**src/rtl/grf_pkg.sv**
```systemverilog
// Shared encodings for the general register file: FunSel codes, read-select codes
// and the default datapath width.
package grf_pkg;

  localparam int unsigned DEFAULT_DATA_WIDTH = 16;

  typedef logic [2:0] fun_sel_t;
  typedef logic [2:0] reg_sel_t;

  localparam fun_sel_t FS_DEC          = 3'b000;
  localparam fun_sel_t FS_INC          = 3'b001;
  localparam fun_sel_t FS_LOAD         = 3'b010;
  localparam fun_sel_t FS_CLR          = 3'b011;
  localparam fun_sel_t FS_LOADLO_CLRHI = 3'b100;
  localparam fun_sel_t FS_LOADLO       = 3'b101;
  localparam fun_sel_t FS_LOADHI       = 3'b110;
  localparam fun_sel_t FS_SEXT         = 3'b111;

  localparam reg_sel_t SEL_R1 = 3'd0;
  localparam reg_sel_t SEL_R2 = 3'd1;
  localparam reg_sel_t SEL_R3 = 3'd2;
  localparam reg_sel_t SEL_R4 = 3'd3;
  localparam reg_sel_t SEL_S1 = 3'd4;
  localparam reg_sel_t SEL_S2 = 3'd5;
  localparam reg_sel_t SEL_S3 = 3'd6;
  localparam reg_sel_t SEL_S4 = 3'd7;

endpackage

```
**src/rtl/general_register_file_if.sv**
```systemverilog
// Operand bus of the register file: write data, function/enable controls and the
// two read ports feeding the ALU.
interface general_register_file_if #(
    parameter int unsigned DATA_WIDTH = 16
);
    logic [DATA_WIDTH-1:0] I;
    logic [2:0]            FunSel;
    logic [3:0]            RegSel;
    logic [3:0]            ScrSel;
    logic [2:0]            OutASel;
    logic [2:0]            OutBSel;
    logic [DATA_WIDTH-1:0] OutA;
    logic [DATA_WIDTH-1:0] OutB;

    modport master (
        output I, FunSel, RegSel, ScrSel, OutASel, OutBSel,
        input  OutA, OutB
    );

    modport slave (
        input  I, FunSel, RegSel, ScrSel, OutASel, OutBSel,
        output OutA, OutB
    );
endinterface

```
**src/rtl/grf_register.sv**
```systemverilog
// One register of the file: applies FunSel to its own value on the rising edge when
// enabled; asynchronously cleared to RESET_VALUE.
module grf_register
    import grf_pkg::*;
#(
    parameter int unsigned          DATA_WIDTH  = DEFAULT_DATA_WIDTH,
    parameter logic [DATA_WIDTH-1:0] RESET_VALUE = '0
) (
    input  logic                  Clock,
    input  logic                  ResetN,
    input  logic                  E,
    input  fun_sel_t              FunSel,
    input  logic [DATA_WIDTH-1:0] I,
    output logic [DATA_WIDTH-1:0] Q
);

    logic [DATA_WIDTH-1:0] q_d;

    // Byte forms assume the low byte of I is the operand; carries are dropped.
    always_comb begin
        q_d = Q;
        case (FunSel)
            FS_DEC:          q_d = Q - DATA_WIDTH'(1);
            FS_INC:          q_d = Q + DATA_WIDTH'(1);
            FS_LOAD:         q_d = I;
            FS_CLR:          q_d = '0;
            FS_LOADLO_CLRHI: q_d = {{(DATA_WIDTH-8){1'b0}}, I[7:0]};
            FS_LOADLO:       q_d = {Q[DATA_WIDTH-1:8], I[7:0]};
            FS_LOADHI:       q_d = {I[7:0], Q[DATA_WIDTH-9:0]};
            FS_SEXT:         q_d = {{(DATA_WIDTH-8){I[7]}}, I[7:0]};
            default:         q_d = Q;
        endcase
    end

    always_ff @(posedge Clock or negedge ResetN) begin
        if (!ResetN) begin
            Q <= RESET_VALUE;
        end else if (E) begin
            Q <= q_d;
        end
    end

endmodule

```
**src/rtl/general_register_file.sv**
```systemverilog
// Four general and four scratch registers with two combinational read ports.
// Optional write-through read bypass for FunSel load: define GRF_BYPASS_EN.
module general_register_file
    import grf_pkg::*;
#(
    parameter int unsigned           DATA_WIDTH  = DEFAULT_DATA_WIDTH,
    parameter logic [DATA_WIDTH-1:0] RESET_VALUE = '0
) (
    input  logic                   Clock,
    input  logic                   ResetN,
    general_register_file_if.slave bus
);

    // Index order matches the read-select encoding: R1..R4 then S1..S4.
    logic [7:0]            en;
    logic [DATA_WIDTH-1:0] q [8];

    assign en = {bus.ScrSel, bus.RegSel};

    for (genvar k = 0; k < 8; k++) begin : g_reg
        grf_register #(
            .DATA_WIDTH  (DATA_WIDTH),
            .RESET_VALUE (RESET_VALUE)
        ) u_reg (
            .Clock  (Clock),
            .ResetN (ResetN),
            .E      (en[k]),
            .FunSel (bus.FunSel),
            .I      (bus.I),
            .Q      (q[k])
        );
    end

`ifdef GRF_BYPASS_EN
    logic bypass_a;
    logic bypass_b;

    // Reset gating keeps both ports at RESET_VALUE while ResetN is low.
    assign bypass_a = ResetN && en[bus.OutASel] && (bus.FunSel == FS_LOAD);
    assign bypass_b = ResetN && en[bus.OutBSel] && (bus.FunSel == FS_LOAD);

    always_comb begin
        bus.OutA = bypass_a ? bus.I : q[bus.OutASel];
        bus.OutB = bypass_b ? bus.I : q[bus.OutBSel];
    end
`else
    always_comb begin
        bus.OutA = q[bus.OutASel];
        bus.OutB = q[bus.OutBSel];
    end
`endif

endmodule
```
**src/flat_wrapper.sv**
```systemverilog
// flat-port wrapper written by rule: the top's interface ports become plain ports
module general_register_file_flat import grf_pkg::*;
#(
    parameter int unsigned           DATA_WIDTH  = DEFAULT_DATA_WIDTH,
    parameter logic [DATA_WIDTH-1:0] RESET_VALUE = '0
)
  (Clock, ResetN, bus_I, bus_FunSel, bus_RegSel, bus_ScrSel, bus_OutASel, bus_OutBSel, bus_OutA, bus_OutB);
  general_register_file_if #(.DATA_WIDTH(DATA_WIDTH)) bus_i ();
  input  logic Clock;
  input  logic ResetN;
  input wire logic [$bits(bus_i.I)-1:0] bus_I;
  input wire logic [$bits(bus_i.FunSel)-1:0] bus_FunSel;
  input wire logic [$bits(bus_i.RegSel)-1:0] bus_RegSel;
  input wire logic [$bits(bus_i.ScrSel)-1:0] bus_ScrSel;
  input wire logic [$bits(bus_i.OutASel)-1:0] bus_OutASel;
  input wire logic [$bits(bus_i.OutBSel)-1:0] bus_OutBSel;
  output wire logic [$bits(bus_i.OutA)-1:0] bus_OutA;
  output wire logic [$bits(bus_i.OutB)-1:0] bus_OutB;
  assign bus_i.I = bus_I;
  assign bus_i.FunSel = bus_FunSel;
  assign bus_i.RegSel = bus_RegSel;
  assign bus_i.ScrSel = bus_ScrSel;
  assign bus_i.OutASel = bus_OutASel;
  assign bus_i.OutBSel = bus_OutBSel;
  assign bus_OutA = bus_i.OutA;
  assign bus_OutB = bus_i.OutB;
  general_register_file #(.DATA_WIDTH(DATA_WIDTH), .RESET_VALUE(RESET_VALUE)) u_core (.Clock(Clock), .ResetN(ResetN), .bus(bus_i));
endmodule
```
**config.mk**
```make
export PLATFORM = sky130hd
export DESIGN_NAME = general_register_file_flat
export DESIGN_NICKNAME = d
export VERILOG_FILES = /design/src/rtl/grf_pkg.sv /design/src/rtl/general_register_file_if.sv /design/src/rtl/grf_register.sv /design/src/rtl/general_register_file.sv /design/src/flat_wrapper.sv
export SDC_FILE = /design/constraint.sdc
export NUM_CORES = 1
export LEC_CHECK = 0
export ABC_AREA = 0
export BUFFER_PORTS_ARGS = -buffer_cell sky130_fd_sc_hd__buf_2
export CAP_MARGIN = 5
export CORE_MARGIN = 2
export CORE_UTILIZATION = 50
export CTS_CLUSTER_DIAMETER = 200
export CTS_CLUSTER_SIZE = 12
export DETAILED_ROUTE_END_ITERATION = 7
export PLACE_DENSITY = 0.67
export SLEW_MARGIN = 20
export SYNTH_ARGS = -nofsm -noshare
export SYNTH_HDL_FRONTEND = slang
export SYNTH_HIERARCHICAL = 1
export SYNTH_SLANG_ARGS = --single-unit
```
**constraint.sdc**
```tcl
create_clock -name Clock -period 3.09 [get_ports Clock]
set_clock_uncertainty 0.05 [all_clocks]
set_input_delay 0.1545 -clock Clock [delete_from_list [all_inputs] [get_ports Clock]]
set_output_delay 0.1545 -clock Clock [all_outputs]
set_load 0.1 [all_outputs]
```
# Word-level counts from Yosys, hierarchy flattened

Cells that the tools add are included.

Register bits after elaboration: 128
Bits in latches: 0
Memory bits (writable): 0
Bits in read-only memories: 0
Bits of input ports: 35
Output and inout bits: 32
Logic and storage cells: 76
Memories kept: 0

Add/subtract/negate cells: 16
Multiply operators: 0
Div/mod/pow operators: 0
Magnitude comparators: 2
Equality and inequality tests: 7
Shift operators: 0
Mux-type cells: 14
Bitwise operators: 4
Reductions and logical operators: 17

Operators with widths:

| kind                                                     | number |
|---|---|
| case mux 16 bit (8 select lines)                         | 8 |
| adder 16 x 1 -> 16 bit, second input constant            | 8 |
| subtractor 16 x 1 -> 16 bit, second input constant       | 8 |
| binary-select mux 16 bit (select 3 bit)                  | 2 |
| two-way mux 16 bit                                       | 4 |
| AND reduction 2 bit                                      | 16 |
| equality test 3 bit, second input constant               | 4 |
| greater-or-equal comparator 4 bit, second input constant | 2 |
| inverter 3 -> 4 bit                                      | 2 |
| equality test 3 x 2 -> 1 bit, second input constant      | 2 |
| equality test 3 x 1 -> 1 bit, second input constant      | 1 |
| zero test 3 bit                                          | 1 |
| inverter 1 bit                                           | 2 |

# Longest topological paths before layout

Word-level depth: 4
Mapped depth: 11
Depth with buffers taken out: 10

# Cells and area by module

Netlist, hierarchy kept.

By module, submodules not included:

| module                                   | instances | cells an instance | area an instance (µm²) |
|---|---|---|---|
| grf_register (u_core.g_reg[2].u_reg ...) | 6         | 223               | 1,760.4 |
| grf_register (u_core.g_reg[0].u_reg ...) | 2         | 222               | 1,764.2 |
| general_register_file                    | 1         | 114               | 2,142.1 |

# Worst setup path after synthesis

OpenSTA, ideal clock, no wires.

Kind: input to register
From: in bus_FunSel[1]
To: reg u_core.g_reg[0].u_reg.Q[12]
Setup time: 69 ps
Arrival time: 2,660 ps
Required time: 2,971 ps
Slack: 312 ps
Stages: 9
Cells stage by stage: clkbuf_1 nor2_1 nand2_1 ha_1 nand3_2 a2111oi_4 a211oi_2 or4_1 nand3_1

Cells in the longest elaborated chain, start to end: 3
Elaborated cells on any way between the ends: 11

Ends and longest elaborated chain:

| element                                                                  | line               | source |
|---|---|---|
| start, declared                                                          | flat_wrapper.sv:12 | `input wire logic [$bits(bus_i.FunSel)-1:0] bus_FunSel;` |
| branches (longest 3 deep; another with case mux 16 bit (8 select lines)) | n/a                |  |
| end signal, assigned                                                     | grf_register.sv:39 | `Q <= q_d;` |
| end, declared                                                            | grf_register.sv:14 | `output logic [DATA_WIDTH-1:0] Q` |

Several ways; the timed one is not identified.
A chain may end at the register's enable or synchronous reset.

# Worst setup path after layout

From: reg u_core.g_reg[0].u_reg.Q[0]
To: reg u_core.g_reg[0].u_reg.Q[12]

Cells in the longest elaborated chain, start to end: 2
Elaborated cells on any way between the ends: 3

Ends and longest elaborated chain:

| element                                                               | line                                   | source |
|---|---|---|
| adder 16 x 1 -> 16 bit or subtractor 16 x 1 -> 16 bit (tied branches) | grf_register.sv:24, grf_register.sv:23 |  |
| case mux 16 bit (8 select lines) (*)                                  | grf_register.sv:22                     | `case (FunSel)` |

Every way passes the cells marked *; elsewhere a longest branch is shown, timed or not.

==> flow_summary_export.csv <==
group,metric,value,unit
die,ios,67,
placement,dpl.cell_count,2334,
clock_network,clock_sinks,128,
die,start_util,0.510,
timing,slew_viol_final,0,
setup_path,crit_start,"u_core/g_reg[0].u_reg/Q[0]$_DFFE_PN0P_",
detailed_routing,ant_nets,0,
cells_and_area,drive_above_1_share,0.119,
worst_hold_path,hold_path.class,"input pin to flip-flop",
synth,syn_area,0.0162,mm²
clock_network,clkTransAtPathRegs,60,ps
pwr,pwr_density_cell,678,mW/mm²
synth,synth_edf_count,0,
setup_path,critPathMaxFanout,5,
placement,gp_congestion,0.990,
pwr,p_sw_frac,0.489,
die,die_height,184,µm
pwr,internal-power,6.13,mW
global_route,grt_use_total,0.342,
clock_network,htree_levels,4,
setup_path,reg2reg_from,"u_core/g_reg[0].u_reg/Q[0]$_DFFE_PN0P_",
run_status,status,"completed",
clock_network,cts_tree,"yes",
pwr,seq_power_share,0.239,
pwr,comb_power_share,0.554,
die,die_area,0.0339,mm²
synth,async_flop_share,1.00,
detailed_routing,route.detailed.drc,0,
timing,setup_tns,0,ps
global_route,grt_start_max_net_pins,73,
timing,setup_viol_count_final,0,
timing,rsz0062_at_grt,"false",
detailed_routing,post_drt_wl_per_cell,24.3,µm
cells_and_area,regMostFlops,"u_core/g.u_reg/Q",
detailed_routing,first_pass_iters,8,
pwr,p_switching,5.86,mW
setup_path,critPathLaunchType,"flip-flop",
synth,yosys.cell_types.count,67,
global_route,overflow,0,
timing,holdWs,57.6,ps
cells_and_area,reg_top3,"u_core/g.u_reg/Q x128",
synth,ys_ff_latch,128,
timing,finalCriticalPeriod,2570,ps
die,placement_rows,65,
job,maxCapViolCount,0,
setup_path,required,3420,ps
placement,port_buffers,66,
detailed_routing,via_per_inst,6.90,
die,design.core.area,0.0318,mm²
worst_hold_path,worstHoldStart,"bus_ScrSel[1]",
synth,syn_avg_cell_area,8.56,µm²
clock_network,cts_root_buf,"clkbuf_16",
pwr,clockPowerShare,0.207,
placement,dp_hpwl,41700,µm
synth,ys_seq_area_frac,0.197,
timing,timing.fmax,0.389,GHz
cells_and_area,final_util,0.557,
cells_and_area,area_growth,9.03,%
synth,ys.flop_type,"dfrtp_1",
synth,syn_nets,2059,
detailed_routing,dr.first_iter.drc_count,2276,
cells_and_area,nets,2084,
pwr,p_leak,7.42,nW
timing,relSlewSlack,0.337,
setup_path,critPathCaptureType,"flip-flop",
clock_network,clkLatencyLatePin,440,ps
synth,synthCells,1896,
cells_and_area,largest_register_ffs,128,
global_route,grt_pass1_wl,88600,µm
die,die_w,184,µm
clock_network,cts_buffers,17,
global_route,grt_pass1_vias,15100,
detailed_routing,routed_wirelength,57600,µm
setup_path,arrival,2900,ps
cells_and_area,finalNonFillerCells,2372,
pwr,peakVddDrop,0.684,mV
timing,worst-slew-pin-transition,994,ps
synth,yosys_warnings,6,
clock_network,clockBufferDepth,2,
global_route,antenna_found_initial,4,
timing,post-route-period-util,0.832,
setup_path,path_class,"flip-flop to flip-flop",
detailed_routing,via_count,16400,
timing,final_hold_viol_count,0,
-- metrics by stage --
stage	total power, mW	setup WS [ps]	cell area [µm²]
2_1_floorplan	7.59	312	16200
3_3_place_gp	9.20	252	17000
3_5_place_dp	9.31	213	17000
4_1_cts	11.8	539	17700
5_1_grt	12.6	325	17700
6_report	12.0	520	17700
-- cell usage after synthesis, types with 46 or more instances --
cell type / number / share of area
a21oi_1: 192 / 0.059
nor2_1: 164 / 0.038
o21ai_0: 130 / 0.040
dfrtp_1: 128 / 0.20
ha_1: 120 / 0.092
nand2_1: 108 / 0.025
nand3_1: 86 / 0.027
inv_1: 72 / 0.017
o21a_1: 72 / 0.033
mux2i_1: 56 / 0.035
mux4_1: 56 / 0.091
buf_2: 46 / 0.014
-- area by class of cell --
cell class | instances | area [µm²]
sequential | 128 | 3200
clock buffer | 18 | 439
timing repair buffer | 108 | 718
multi-input combinational | 1592 | 12200
fill | 2845 | 14100
inverter | 74 | 278
tap | 435 | 544
clock inverter | 14 | 260
antenna | 3 | 7.51
-- path summary, 6_finish.rpt --
path                                                           endpoint  slack, ps  depth (start not counted)
worst max-delay path            u_core/g_reg[0].u_reg/Q[12]$_DFFE_PN0P_        520                          7
worst min-delay path             u_core/g_reg[5].u_reg/Q[0]$_DFFE_PN0P_         60                          2
worst max register to register  u_core/g_reg[0].u_reg/Q[12]$_DFFE_PN0P_        520                          7
worst min register to register   u_core/g_reg[3].u_reg/Q[6]$_DFFE_PN0P_        520                          2
max in group asynchronous       u_core/g_reg[3].u_reg/Q[12]$_DFFE_PN0P_       1920                          3
min in group asynchronous       u_core/g_reg[6].u_reg/Q[12]$_DFFE_PN0P_        270                          2
-- cells in the final DEF (no fill, tap or decap), drive strengths merged, types with 10 or more instances in the layout --
| master | n |
|---|---|
| a31oi | 18 |
| nor2b | 14 |
| ha | 120 |
| clkbuf | 19 |
| o221ai | 26 |
| o311ai | 12 |
| nor3 | 40 |
| and4 | 14 |
| nand2 | 108 |
| a21oi | 200 |
| nand4 | 22 |
| xor2 | 34 |
| nor2 | 164 |
| o211ai | 14 |
| o31ai | 12 |
| mux2i | 56 |
| inv | 73 |
| and3 | 10 |
| a21boi | 14 |
| a221oi | 14 |
| mux2 | 40 |
| o2bb2ai | 14 |
| mux4 | 64 |
| dfrtp | 128 |
| a21o | 26 |
| buf | 104 |
| o22ai | 30 |
| a211oi | 18 |
| a22o | 14 |
| o21ai | 148 |
| xnor2 | 38 |
| nand2b | 32 |
| nand3 | 88 |
| and2 | 16 |
| o21a | 72 |
| nand3b | 16 |
-- power by group through the flow --
| stage | registers (mW) | clock network (mW) | logic [mW] |
|---|---|---|---|
| after detailed placement | 2.83 | 0 | 6.48 |
| after floorplan | 2.39 | 0 | 5.21 |
| final | 2.86 | 2.48 | 6.65 |
| after global placement | 2.81 | 0 | 6.40 |
| after CTS | 2.80 | 2.50 | 6.52 |
| after global routing | 2.87 | 2.57 | 7.17 |
-- what timing repair did --
action | CTS | global route
buffers inserted | 0 | 0
resized for setup | 0 | 0
hold buffers | 3 | 0
hold endpoints to repair | 73 | 0
-- cell families (layout without fill, tap and decap cells) --
| logic type | after synthesis | count (layout) | share of synthesized area |
|---|---|---|---|
| multiplexers | 160 | 160 | 0.164 |
| AO/OA/AOI/OAI | 668 | 668 | 0.275 |
| flip-flops | 128 | 128 | 0.197 |
| XOR/XNOR | 72 | 72 | 0.0388 |
| buffers and inverters | 176 | 214 | 0.0481 |
| adder cells (fa/ha/maj) | 136 | 136 | 0.107 |
| AND/OR/NAND/NOR | 556 | 556 | 0.170 |
| other | 0 | 3 | 0 |
-- critical path, cell delays in order (launching register included) --
cell       delay, ps
dfrtp_1          460
inv_1            120
fa_1             480
nand3b_1         300
a2111oi_4        360
a211oi_2         120
or4_1            530
nand3_1           90
-- metal layers --
layer,track usage,wire [µm]
met1,0.476,24200
met2,0.521,24900
met3,0.0737,6230
met4,0.128,2230
met5,0,9
Power figures use the tool's default switching activity.
